$ cat config.mk
export PLATFORM = sky130hd
export DESIGN_NAME = shift_pass_sequencer
export DESIGN_NICKNAME = d
export VERILOG_FILES = /design/src/rtl/shift_pass_sequencer.sv
export SDC_FILE = /design/constraint.sdc
export NUM_CORES = 1
export LEC_CHECK = 0
export ABC_AREA = 1
export CAP_MARGIN = 10
export CORE_MARGIN = 2
export CORE_UTILIZATION = 37
export DETAILED_ROUTE_END_ITERATION = 8
export PLACE_DENSITY = 0.82
export SLEW_MARGIN = 20
export SYNTH_ARGS = -nofsm -noshare
export SYNTH_HDL_FRONTEND = slang
export SYNTH_SLANG_ARGS = --single-unit
$ cat constraint.sdc
create_clock -name clk -period 1.3 [get_ports clk]
set_input_delay 0.13 -clock clk [delete_from_list [all_inputs] [get_ports clk]]
set_output_delay 0.13 -clock clk [all_outputs]
set_load 0.005 [all_outputs]
$ cat src/rtl/shift_pass_sequencer.sv
// Splits one large shift request into successive passes through a combinational
// n-bit shifter. Optional abort input: define SHIFT_PASS_SEQ_ABORT_EN.
//
// state | meaning
// IDLE  | ready for a request, shifter word parked at zero
// RUN   | one shifter pass per cycle, result looped back into acc
// DONE  | response held until resp_ready
module shift_pass_sequencer #(
    parameter int WIDTH = 8,
    parameter int AMT_W = 4
) (
    input  logic             clk,
    input  logic             rst,
    input  logic             req_valid,
    output logic             req_ready,
    input  logic [WIDTH-1:0] req_data,
    input  logic [AMT_W-1:0] req_amt,
    input  logic             req_dir,
    input  logic             req_fill,
    output logic [WIDTH-1:0] sh_in,
    output logic [WIDTH-1:0] sh_shift,
    input  logic [WIDTH-1:0] sh_out,
    input  logic [WIDTH-1:0] sh_overflow,
    output logic             resp_valid,
    input  logic             resp_ready,
    output logic [WIDTH-1:0] resp_data,
    output logic [WIDTH-1:0] resp_overflow,
    output logic [AMT_W-1:0] resp_passes,
    output logic             busy
`ifdef SHIFT_PASS_SEQ_ABORT_EN
    ,
    input  logic             abort
`endif
);

    localparam int STEP_W   = WIDTH - 2;
    localparam int STEP_CAP = (2 ** (WIDTH - 2)) - 1;
    localparam int MAX_STEP = (STEP_CAP < WIDTH - 1) ? STEP_CAP : WIDTH - 1;

    typedef enum logic [1:0] {IDLE, RUN, DONE} state_t;

    state_t           state;
    logic [WIDTH-1:0] acc;
    logic [WIDTH-1:0] ovf;
    logic [AMT_W-1:0] passes;
    logic [AMT_W-1:0] remaining;
    logic [AMT_W-1:0] rem_next;
    logic             dir_q;
    logic             fill_q;

    function automatic logic [AMT_W-1:0] step_of(input logic [AMT_W-1:0] r);
        if (int'(r) > MAX_STEP)
            return AMT_W'(MAX_STEP);
        else
            return r;
    endfunction

    function automatic logic [WIDTH-1:0] word_of(input logic f,
                                                 input logic [AMT_W-1:0] s,
                                                 input logic d);
        return {f, STEP_W'(s), d};
    endfunction

    always_comb begin
        rem_next = remaining - step_of(remaining);
    end

    assign sh_in         = acc;
    assign resp_data     = acc;
    assign resp_overflow = ovf;
    assign resp_passes   = passes;

    always_ff @(posedge clk) begin
        if (rst) begin
            state      <= IDLE;
            req_ready  <= 1'b1;
            resp_valid <= 1'b0;
            busy       <= 1'b0;
            acc        <= '0;
            ovf        <= '0;
            passes     <= '0;
            remaining  <= '0;
            dir_q      <= 1'b0;
            fill_q     <= 1'b0;
            sh_shift   <= '0;
        end else begin
            case (state)
                IDLE: begin
                    if (req_valid) begin
                        acc       <= req_data;
                        remaining <= req_amt;
                        dir_q     <= req_dir;
                        fill_q    <= req_fill;
                        ovf       <= '0;
                        passes    <= '0;
                        req_ready <= 1'b0;
                        busy      <= 1'b1;
                        if (req_amt == '0) begin
                            state      <= DONE;
                            resp_valid <= 1'b1;
                            sh_shift   <= '0;
                        end else begin
                            state    <= RUN;
                            sh_shift <= word_of(req_fill, step_of(req_amt), req_dir);
                        end
                    end
                end
                RUN: begin
                    acc       <= sh_out;
                    ovf       <= ovf | sh_overflow;
                    remaining <= rem_next;
                    passes    <= passes + AMT_W'(1);
                    if (rem_next == '0) begin
                        state      <= DONE;
                        resp_valid <= 1'b1;
                        sh_shift   <= '0;
                    end else begin
                        sh_shift <= word_of(fill_q, step_of(rem_next), dir_q);
                    end
                end
                DONE: begin
                    if (resp_ready) begin
                        state      <= IDLE;
                        resp_valid <= 1'b0;
                        busy       <= 1'b0;
                        req_ready  <= 1'b1;
                    end
                end
                default: begin
                    state      <= IDLE;
                    resp_valid <= 1'b0;
                    busy       <= 1'b0;
                    req_ready  <= 1'b1;
                    sh_shift   <= '0;
                end
            endcase
`ifdef SHIFT_PASS_SEQ_ABORT_EN
            // Abort overrides whatever the case above scheduled; the partial result is dropped.
            if (abort && state != IDLE) begin
                state      <= IDLE;
                resp_valid <= 1'b0;
                busy       <= 1'b0;
                req_ready  <= 1'b1;
                sh_shift   <= '0;
            end
`endif
        end
    end

endmodule

==> results by stage, run 1 <==
Run status:
- The flow ran to the end, and the final reports show no timing, DRC or antenna violations.

Floorplan:
- After floorplanning, the core was divided into 24 placement rows.
- The die is roughly 71 um tall.
- The core region is 4320 sq um.
- The die span in x is between 70 and 80 um.
- The count of pins on the block boundary is 73.
- The die covers 5010 sq um.
- The effective utilization at floorplan is 0.382.

Timing:
- In the finished design, the share of the clock period the worst path needs comes to 0.971.
- The worst clock skew is approximately 0.0042 ns.
- The time the worst path needs with I/O delays and setup is between 1 and 1.5 ns.
- The final number of max-transition violations came to 0.
- Setup violations remaining at the end of the flow were counted as 0.
- The upper clock frequency limit is between 0.7 and 0.8 GHz.
- The number of endpoints with negative hold slack in the final report is 0.

Detailed routing:
- The vias per cell is about 5.
- For this run, the detailed router's first-pass iteration total came to 4.
- Wires add up to 4.41 mm.
- The detailed router's first-iteration violation count is a little under 100.
- Dividing the detail-routed wire length by the instance count gives between 10 and 15 um.
- The count of vias placed by the detailed router is approximately 1.7k.
- The number of antenna-violating nets in the routed design is 0.
- The number of remaining DRC errors is 0.

Critical path:
- The critical path data arrival time is between 1 and 1.5 ns.
- The master of the slowest instance on the critical path is clkdlybuf4s50_1.
- The critical path's top delay family is buffers and inverters.
- STA classifies the critical path startpoint as a register.
- The data required time of the critical path is about 1.2 ns.
- The type of the worst setup path is register to primary output.
- The signal on the critical path passes through clkdlybuf4s50_1.
- The largest stage delay on the critical path is just over 0.5 ns.
- The number of buffers and inverters on the critical path is 1.
- The number of gates on the worst path with buffers counted is 1.
- Measured in cells, the most critical reg-to-reg path has a length of 7.
- Of all nets on the critical path, the largest fanout is 2.
- STA classifies the critical path endpoint as a primary output.

Place:
- Routability-driven placement finished with a final weighted congestion of between 0.8 and 0.9.
- Summing all placed instances gives a cell area of 2440 sq um.
- During placement, the flow inserted port buffers numbering 70.
- The detailed-placement wirelength estimate is 3.18 mm.
- The number of cells after detailed placement is ~340.

Yosys:
- After synthesis, the cell types taking the most area are dfxtp_1 (45%), nand2_1 (12%), a21oi_1 (7.3%).
- Among all cell types in the netlist, the one instantiated most often is nand2_1.
- In the synthesized netlist the dominant register cell turns out to be dfxtp_1.
- For this run, the register share of the synthesized area comes to 0.449.
- Of the total synthesized cell area, the portion taken by XOR and XNOR cells is 0.
- Averaged over all synthesized cells, the footprint is between 7 and 8 sq um.
- The library cell with the largest summed area after synthesis is dfxtp_1.
- The share of synthesized area in the top cell type comes to 0.449.
- The compound-gate portion of the synthesized area is 0.182.
- Counting flops with an async set or reset pin after synthesis yields a share of 0.
- The number of distinct library cells after synthesis is 25.
- The number of enable flip-flop cells after synthesis is 0.
- The post-synthesis share of cell area spent on and, or, nand and nor gates is 0.247.
- The arithmetic-cell share of the synthesized area counting full adders, half adders and majority gates is 0.0152.
- Yosys printed 0 warnings.
- Synthesis produced a netlist whose cell count is 220.
- By area, the combinational part of the netlist is dominated by simple AND/OR/NAND/NOR gates.
- The summed instance area of the synthesized netlist is 1650 sq um.
- The commonest cells after synthesis are nand2_1 (52), dfxtp_1 (37), a21oi_1 (24), nor2_1 (20), o21ai_0 (18).
- The multiplexer area fraction after synthesis is 0.
- The synthesized design contains 37 register bits.

Pwr:
- The part of the power in the clock network is 0.156.
- The internal power of the cells totals ~3200 uW.
- The sequential power share is 0.348.
- The switching power share of the total is 0.366.
- Across the VDD grid, the largest voltage drop is around 0.00075 V.
- Of the total power, combinational logic draws 0.496.
- For this design the ratio of total power to cell area is 1890 nW/um^2.
- The leakage power figure is about 0.0012 uW.
- In this run the power spent charging and discharging nets is around 1800 uW.

Cells and area:
- The fraction of layout instances using a drive strength above 1 is 0.227.
- The final design area excluding fillers is 2640 sq um.
- The count of filler cells inserted in the layout is between 300 and 400.
- The antenna diode count is 0.
- The final cell count without fillers is roughly 350.
- The area added between synthesis and finish is 60.0%.
- The total number of nets in the final design is about 340.

GRT:
- For this run, the total global-route usage over all layers was measured as 0.172.
- The pin count of the biggest net entering global routing is 20.
- The number of antenna violations at the first check in global routing was 0.
- The total grt overflow is 0.
- The global-route wire length before repair is about 7 mm.
- The number of global-route vias before repair is 1595.

CTS:
- The H-tree was split into 2 levels.
- The number of buffers created by CTS is 5.
- The clock tree from TritonCTS is yes.
- The root buffer cell chosen for the clock tree is clkbuf_8.
- The TritonCTS sink count is 37.
- The number of hold buffers added after cts is 0.
- The clock latency on the worst-skew pair is 0.28 ns.
- The clock slew seen by the registers of the worst setup and hold paths is 0.07 ns.
- The maximum count of clock buffers along a single path is 2.

Run:
- The number of violations of the max-capacitance limit is 0.

Min path:
- The worst hold path depth is 3.
- The worst hold path belongs to the class primary input to register.
repair_timing:
action                                  CTS  global route
endpoints found under the setup margin   23            46
buffers inserted                          1             2
resized for setup                        13            31
pin swaps                                 1             2
per-layer routing:
metal  wire length (um)  track usage
met4                 32       0.0482
met3                297       0.0513
met2               2140        0.282
met1               1940        0.221
met5                  0            0
cell type report:
class / instances / area [sq um] / area share
Clock buffer: 5 / 68.8 / 0.0261
Clock inverter: 3 / 17.5 / 0.00663
Inverter: 14 / 58.8 / 0.0223
Multi-Input combinational cell: 152 / 786 / 0.297
Sequential cell: 37 / 772 / 0.292
Tap cell: 52 / 65.1 / 0.0246
Timing Repair Buffer: 89 / 873 / 0.331
metrics by stage:
| stage | setup WS [ns] | total power [uW] | utilization | hold WS (ns) | TNS, ns |
|---|---|---|---|---|---|
| 3_5_place_dp | -0.0630 | 4020 | 0.563 | 0.440 | -0.831 |
| 2_1_floorplan | 0.0960 | 2920 | - | 0.265 | 0 |
| 3_3_place_gp | -0.0597 | 3970 | 0.563 | 0.429 | -0.534 |
| 5_1_grt | -0.0228 | 5360 | 0.611 | 0.405 | -0.0322 |
| 4_1_cts | 0.00588 | 4860 | 0.589 | 0.388 | 0 |
| 6_report | 0.0380 | 4990 | 0.611 | 0.398 | 0 |
power groups by stage:
| stage | registers, uW | logic, uW | clock network, uW |
|---|---|---|---|
| CTS | 1710 | 2340 | 808 |
| detailed placement | 1710 | 2310 | 0 |
| global route | 1790 | 2720 | 848 |
| global placement | 1700 | 2270 | 0 |
| finish | 1740 | 2480 | 777 |
| floorplan | 1710 | 1220 | 0 |
logic make-up (layout without fill, tap and decap cells):
logic type                 count (synthesis)  in the layout
other                                      1              2
AOI/OAI and AO/OA                         57             57
adders and majority gates                  2              2
buffers and inverters                     32            111
and+or+nand+nor                           91             91
DFF                                       37             37
placed cells by master (no fill, tap or decap), types with 6 or more instances in the layout:
master,Yosys,routed
a31oi_1,10,10
a21oi_1,24,24
clkdlybuf4s50_1,0,63
dlymetal6s2s_1,0,6
dfxtp_1,37,18
buf_4,12,17
nand3_1,8,8
dfxtp_2,0,16
o21ai_0,18,17
nand2_2,3,7
nand2_1,52,46
nor2_1,20,19
inv_1,8,8
sequential cells by signal (all words and copies together), names as in the netlist:
name           flops
resp_valid         1
resp_passes        4
req_ready          1
fill_q             1
sh_shift           6
resp_overflow      8
remaining          4
resp_data          8
busy               1
dir_q              1
state              2
final timing paths:
path | startpoint | end | slack (ns)
worst max-delay path | resp_overflow[0]$_SDFFE_PP0P_ | resp_overflow[0] | 0.04
worst min-delay path | sh_overflow[7] | resp_overflow[7]$_SDFFE_PP0P_ | 0.40
worst min register to register | sh_shift[4]$_SDFFE_PP0P_ | sh_shift[4]$_SDFFE_PP0P_ | 0.45
worst max register to register | state[0]$_SDFFE_PP0P_ | resp_data[5]$_SDFFE_PP0P_ | 0.06
(Power assumes the default switching activity.)
==> inputs of run 2 (changes only) <==
Settings changed: GPL_ROUTABILITY_DRIVEN set to 0.
Clock period 1.3 ns to 1.1 ns, I/O delays scaled along.
==> run 2 against run 1 <==
Global-route usage increased by 7.6 points. Worst setup slack lost 0.23 ns. Critical path depth is 7 higher. Clock skew increased by 0.00099 ns. Non-clock buffer count increased by 28. Utilization up 14 points. Sequential power increased by 22%. Via count rose by 13%. The run now ends with negative setup slack left. Register-to-register slack worse by 0.26 ns.
==> results by stage, run 2 (synthesis results as in run 1) <==
Floorplan:
- The count of pins on the block boundary is 73 (unchanged).
- The site row count was 24 (unchanged).
- The effective utilization at floorplan came to 0.382 (unchanged).
- The die span in x is 70.8 um (unchanged).
- The overall die area was 5010 sq um (unchanged).
- The die height is 70.8 um (unchanged).
- The area inside the core boundary came to 4320 sq um (unchanged).

Timing:
- Timing would allow up to approximately 0.77 GHz.
- The setup TNS is -3.78 ns (-3.78 ns).
- The final number of max-transition violations came to 0 (unchanged).
- The worst clock skew is 0.00518 ns (+0.000987 ns).
- The number of endpoints with negative hold slack in the final report was 0 (unchanged).
- Setup repair after global routing could not meet its margin everywhere.
- The time the worst path needs with I/O delays and setup is between 1 and 1.5 ns.
- The number of setup violations in the final report is 36 (+36).
- The final period utilization is 1.18.
- The hold slack is 0.371 ns (-0.0267 ns).
- The worst setup slack after layout is -0.197 ns (-0.235 ns).

Critical path:
- The data required time of the critical path was 1.27 ns (+0.10 ns).
- The nature of the critical path endpoint is a register.
- The capturing point of the worst reg2reg path is remaining[0]$_SDFFE_PP0P_.
- The signal on the critical path passes through inv_2 > nand2_4 > buf_6 > buf_4 > nor2_4 > buf_4 > a21oi_1 > a21oi_1.
- The largest stage delay on the critical path is 0.37 ns (-0.14 ns).
- The master of the slowest instance on the critical path is dfxtp_2.
- The startpoint type of the worst setup path is a register.
- In this run the critical register-to-register path is launched from remaining[0]$_SDFFE_PP0P_.
- The type of the worst setup path is register to register.
- The critical path data arrival time was 1.47 ns (+0.34 ns).
- The register-to-register setup slack is -0.20 ns (-0.26 ns).
- The number of cells traversed by the worst register-to-register path was 8 (+1).
- The largest driver fanout on the critical path came to 2 (unchanged).

CTS:
- The level count of the clock H-tree is 2 (unchanged).
- The tree is rooted in a clkbuf_8.
- The clock latency on the worst-skew pair is 0.30 ns (+0.02 ns).
- The TritonCTS sink count is 37 (unchanged).
- The number of buffers created by CTS is 5 (unchanged).
- TritonCTS built the clock tree.
- The clock slew seen by the registers of the worst setup and hold paths is 0.08 ns (about the same).
- The number of hold buffers added after cts is 0 (unchanged).
- The maximum count of clock buffers along a single path is 2 (unchanged).

Run status:
- The run finished, with violations left.
- The checks that failed: negative setup slack.

Pwr:
- The peak ir drop on the vdd network is 0.00114 V (+52%).
- The net switching power figure was 3100 uW (+70%).
- The leakage power figure came to 0.00145 uW (+25%).
- The sequential power share is 0.270 (-0.078).
- The design internal power is 4750 uW (+50%).
- The switching power share of the total is 0.395 (+0.0286).
- The combinational share of power is 0.576 (+0.080).
- The part of the power in the clock network is 0.155 (about the same).
- The power density over the cells is 2430 nW/um^2 (+29%).

GRT:
- The global-route track usage on met1 is 0.289 (+0.0679).
- The met3 routing resource usage after global routing is 0.0627 (+0.0114).
- The overall fraction of global-route tracks in use is 0.248 (+0.0759).
- The number of antenna violations at the first check in global routing came to 0 (unchanged).
- The global-route track usage on met2 is 0.413 (+0.131).
- The layer flagged by global routing as most heavily used is met2.
- The pin count of the biggest net entering global routing was 23 (+15%).
- The global-route wire length before repair came to 9.69 mm (+37%).
- The total grt overflow came to 0 (unchanged).
- The number of global-route vias before repair is 1980 (+24%).

Cells and area:
- The fraction of layout instances using a drive strength above 1 is 0.468 (+0.241).
- The top cell types in the final layout, fill and taps aside, are dlygate4sd2_1 (35), clkdlybuf4s50_1 (33), nand2_1 (31), buf_4 (28), dfxtp_2 (24).
- The most common cell after layout, fill and taps aside is dlygate4sd2_1.
- The antenna diode count is 0 (unchanged).
- The total number of nets in the final design is 364 (+8.7%).
- The final core utilization is 0.746 (+0.135).
- The final cell count without fillers is 381 (+8.2%).
- The area added between synthesis and finish is 95.5%.

Detailed routing:
- The detailed router's first-iteration violation count was 111 (+13%).
- The detailed-router iteration count before antenna repair is 4 (unchanged).
- The number of antenna-violating nets in the routed design is 0 (unchanged).
- The vias per cell came to 5.14 (+4.8%).
- The detail-routed net length per standard cell was 16.7 um (+33%).
- The count of vias placed by the detailed router came to 1957 (+13%).
- The wire length after detailed routing was 6.35 mm (+44%).
- The number of remaining DRC errors was 0 (unchanged).

Place:
- The detailed-placement wirelength estimate is 3.20 mm (+0.63%).
- The number of cells after detailed placement is 347 (+1.8%).
- The number of I/O port buffers is 70 (unchanged).
- The pre-CTS setup slack is -0.298 ns (-0.235 ns).

Run:
- The number of violations of the max-capacitance limit is 0 (unchanged).

Min path:
- The min-delay analysis places its worst path in the category primary input to register.
- The worst hold path depth was 3 (unchanged).
- In this run the most critical hold path is launched from sh_out[7].
- The end point of the worst hold path is resp_data[7]$_SDFFE_PP0P_.
## run 2: cell count changes in the layout (fill, tap and decap cells not counted), moves of 7 or more
cell,delta
nand2_2,+7
buf_6,+13
clkdlybuf4s50_1,-30
a21oi_2,+15
buf_4,+11
nand2_1,-15
a21oi_1,-15
dfxtp_2,+8
dlygate4sd2_1,+34
dfxtp_1,-8
## run 2: power by group through the flow
| stage | Clock, uW | Sequential, uW | Combinational (uW) |
|---|---|---|---|
| 2_1_floorplan | 0 | 2030 | 1530 |
| 3_3_place_gp | 0 | 2030 | 2840 |
| 3_5_place_dp | 0 | 2030 | 2890 |
| 4_1_cts | 1220 | 2090 | 4040 |
| 5_1_grt | 1300 | 2170 | 4790 |
| 6_report | 1210 | 2120 | 4520 |
## run 2: repair_timing
item                                    4_1_cts  5_1_grt
gates resized for setup                     140       32
endpoints found under the setup margin       70       37
buffers inserted                             20        4
cloned                                        4        0
pin swaps                                    31       26
## run 2: through the flow
stage / area [sq um] / power [uW]
2_1_floorplan: 1680 / 3560
3_3_place_gp: 2510 / 4870
3_5_place_dp: 2510 / 4920
4_1_cts: 3120 / 7360
5_1_grt: 3230 / 8260
6_report: 3230 / 7850
## run 2: layer usage
metal	part of all wire	routed length [um]
met1	0.39	2480
met3	0.060	383
met4	0.042	268
met5	0	0
met2	0.51	3220
## run 2: critical path: cells and delay by family, from the launching register on
| family | cells | cell delay, ns |
|---|---|---|
| flops | 1 | 0.37 |
| compound gates | 2 | 0.31 |
| simple gates | 2 | 0.10 |
| buf+inv | 4 | 0.38 |
## run 2: area by class of cell
type	count	area [sq um]
Inverter	14	72.6
Fill cell	272	1100
Tap cell	52	65.1
Multi-Input combinational cell	153	1070
Timing Repair Buffer	117	1120
Clock inverter	3	46.3
Clock buffer	5	68.8
Sequential cell	37	782
## run 2: worst max path at each step
stage / from / to / slack, ns / cells past startpoint
2_1_floorplan: remaining[0]$_SDFFE_PP0P_ / resp_valid$_SDFFE_PP0P_ / -0.04 / 10
3_3_place_gp: req_valid / resp_overflow[4]$_SDFFE_PP0P_ / -0.25 / 6
3_5_place_dp: req_valid / resp_overflow[1]$_SDFFE_PP0P_ / -0.30 / 6
4_1_cts: state[1]$_SDFFE_PP0P_ / sh_shift[0]$_SDFFE_PP0P_ / -0.13 / 8
5_1_grt: remaining[0]$_SDFFE_PP0P_ / resp_valid$_SDFFE_PP0P_ / -0.21 / 10
6_report: remaining[0]$_SDFFE_PP0P_ / remaining[0]$_SDFFE_PP0P_ / -0.20 / 8
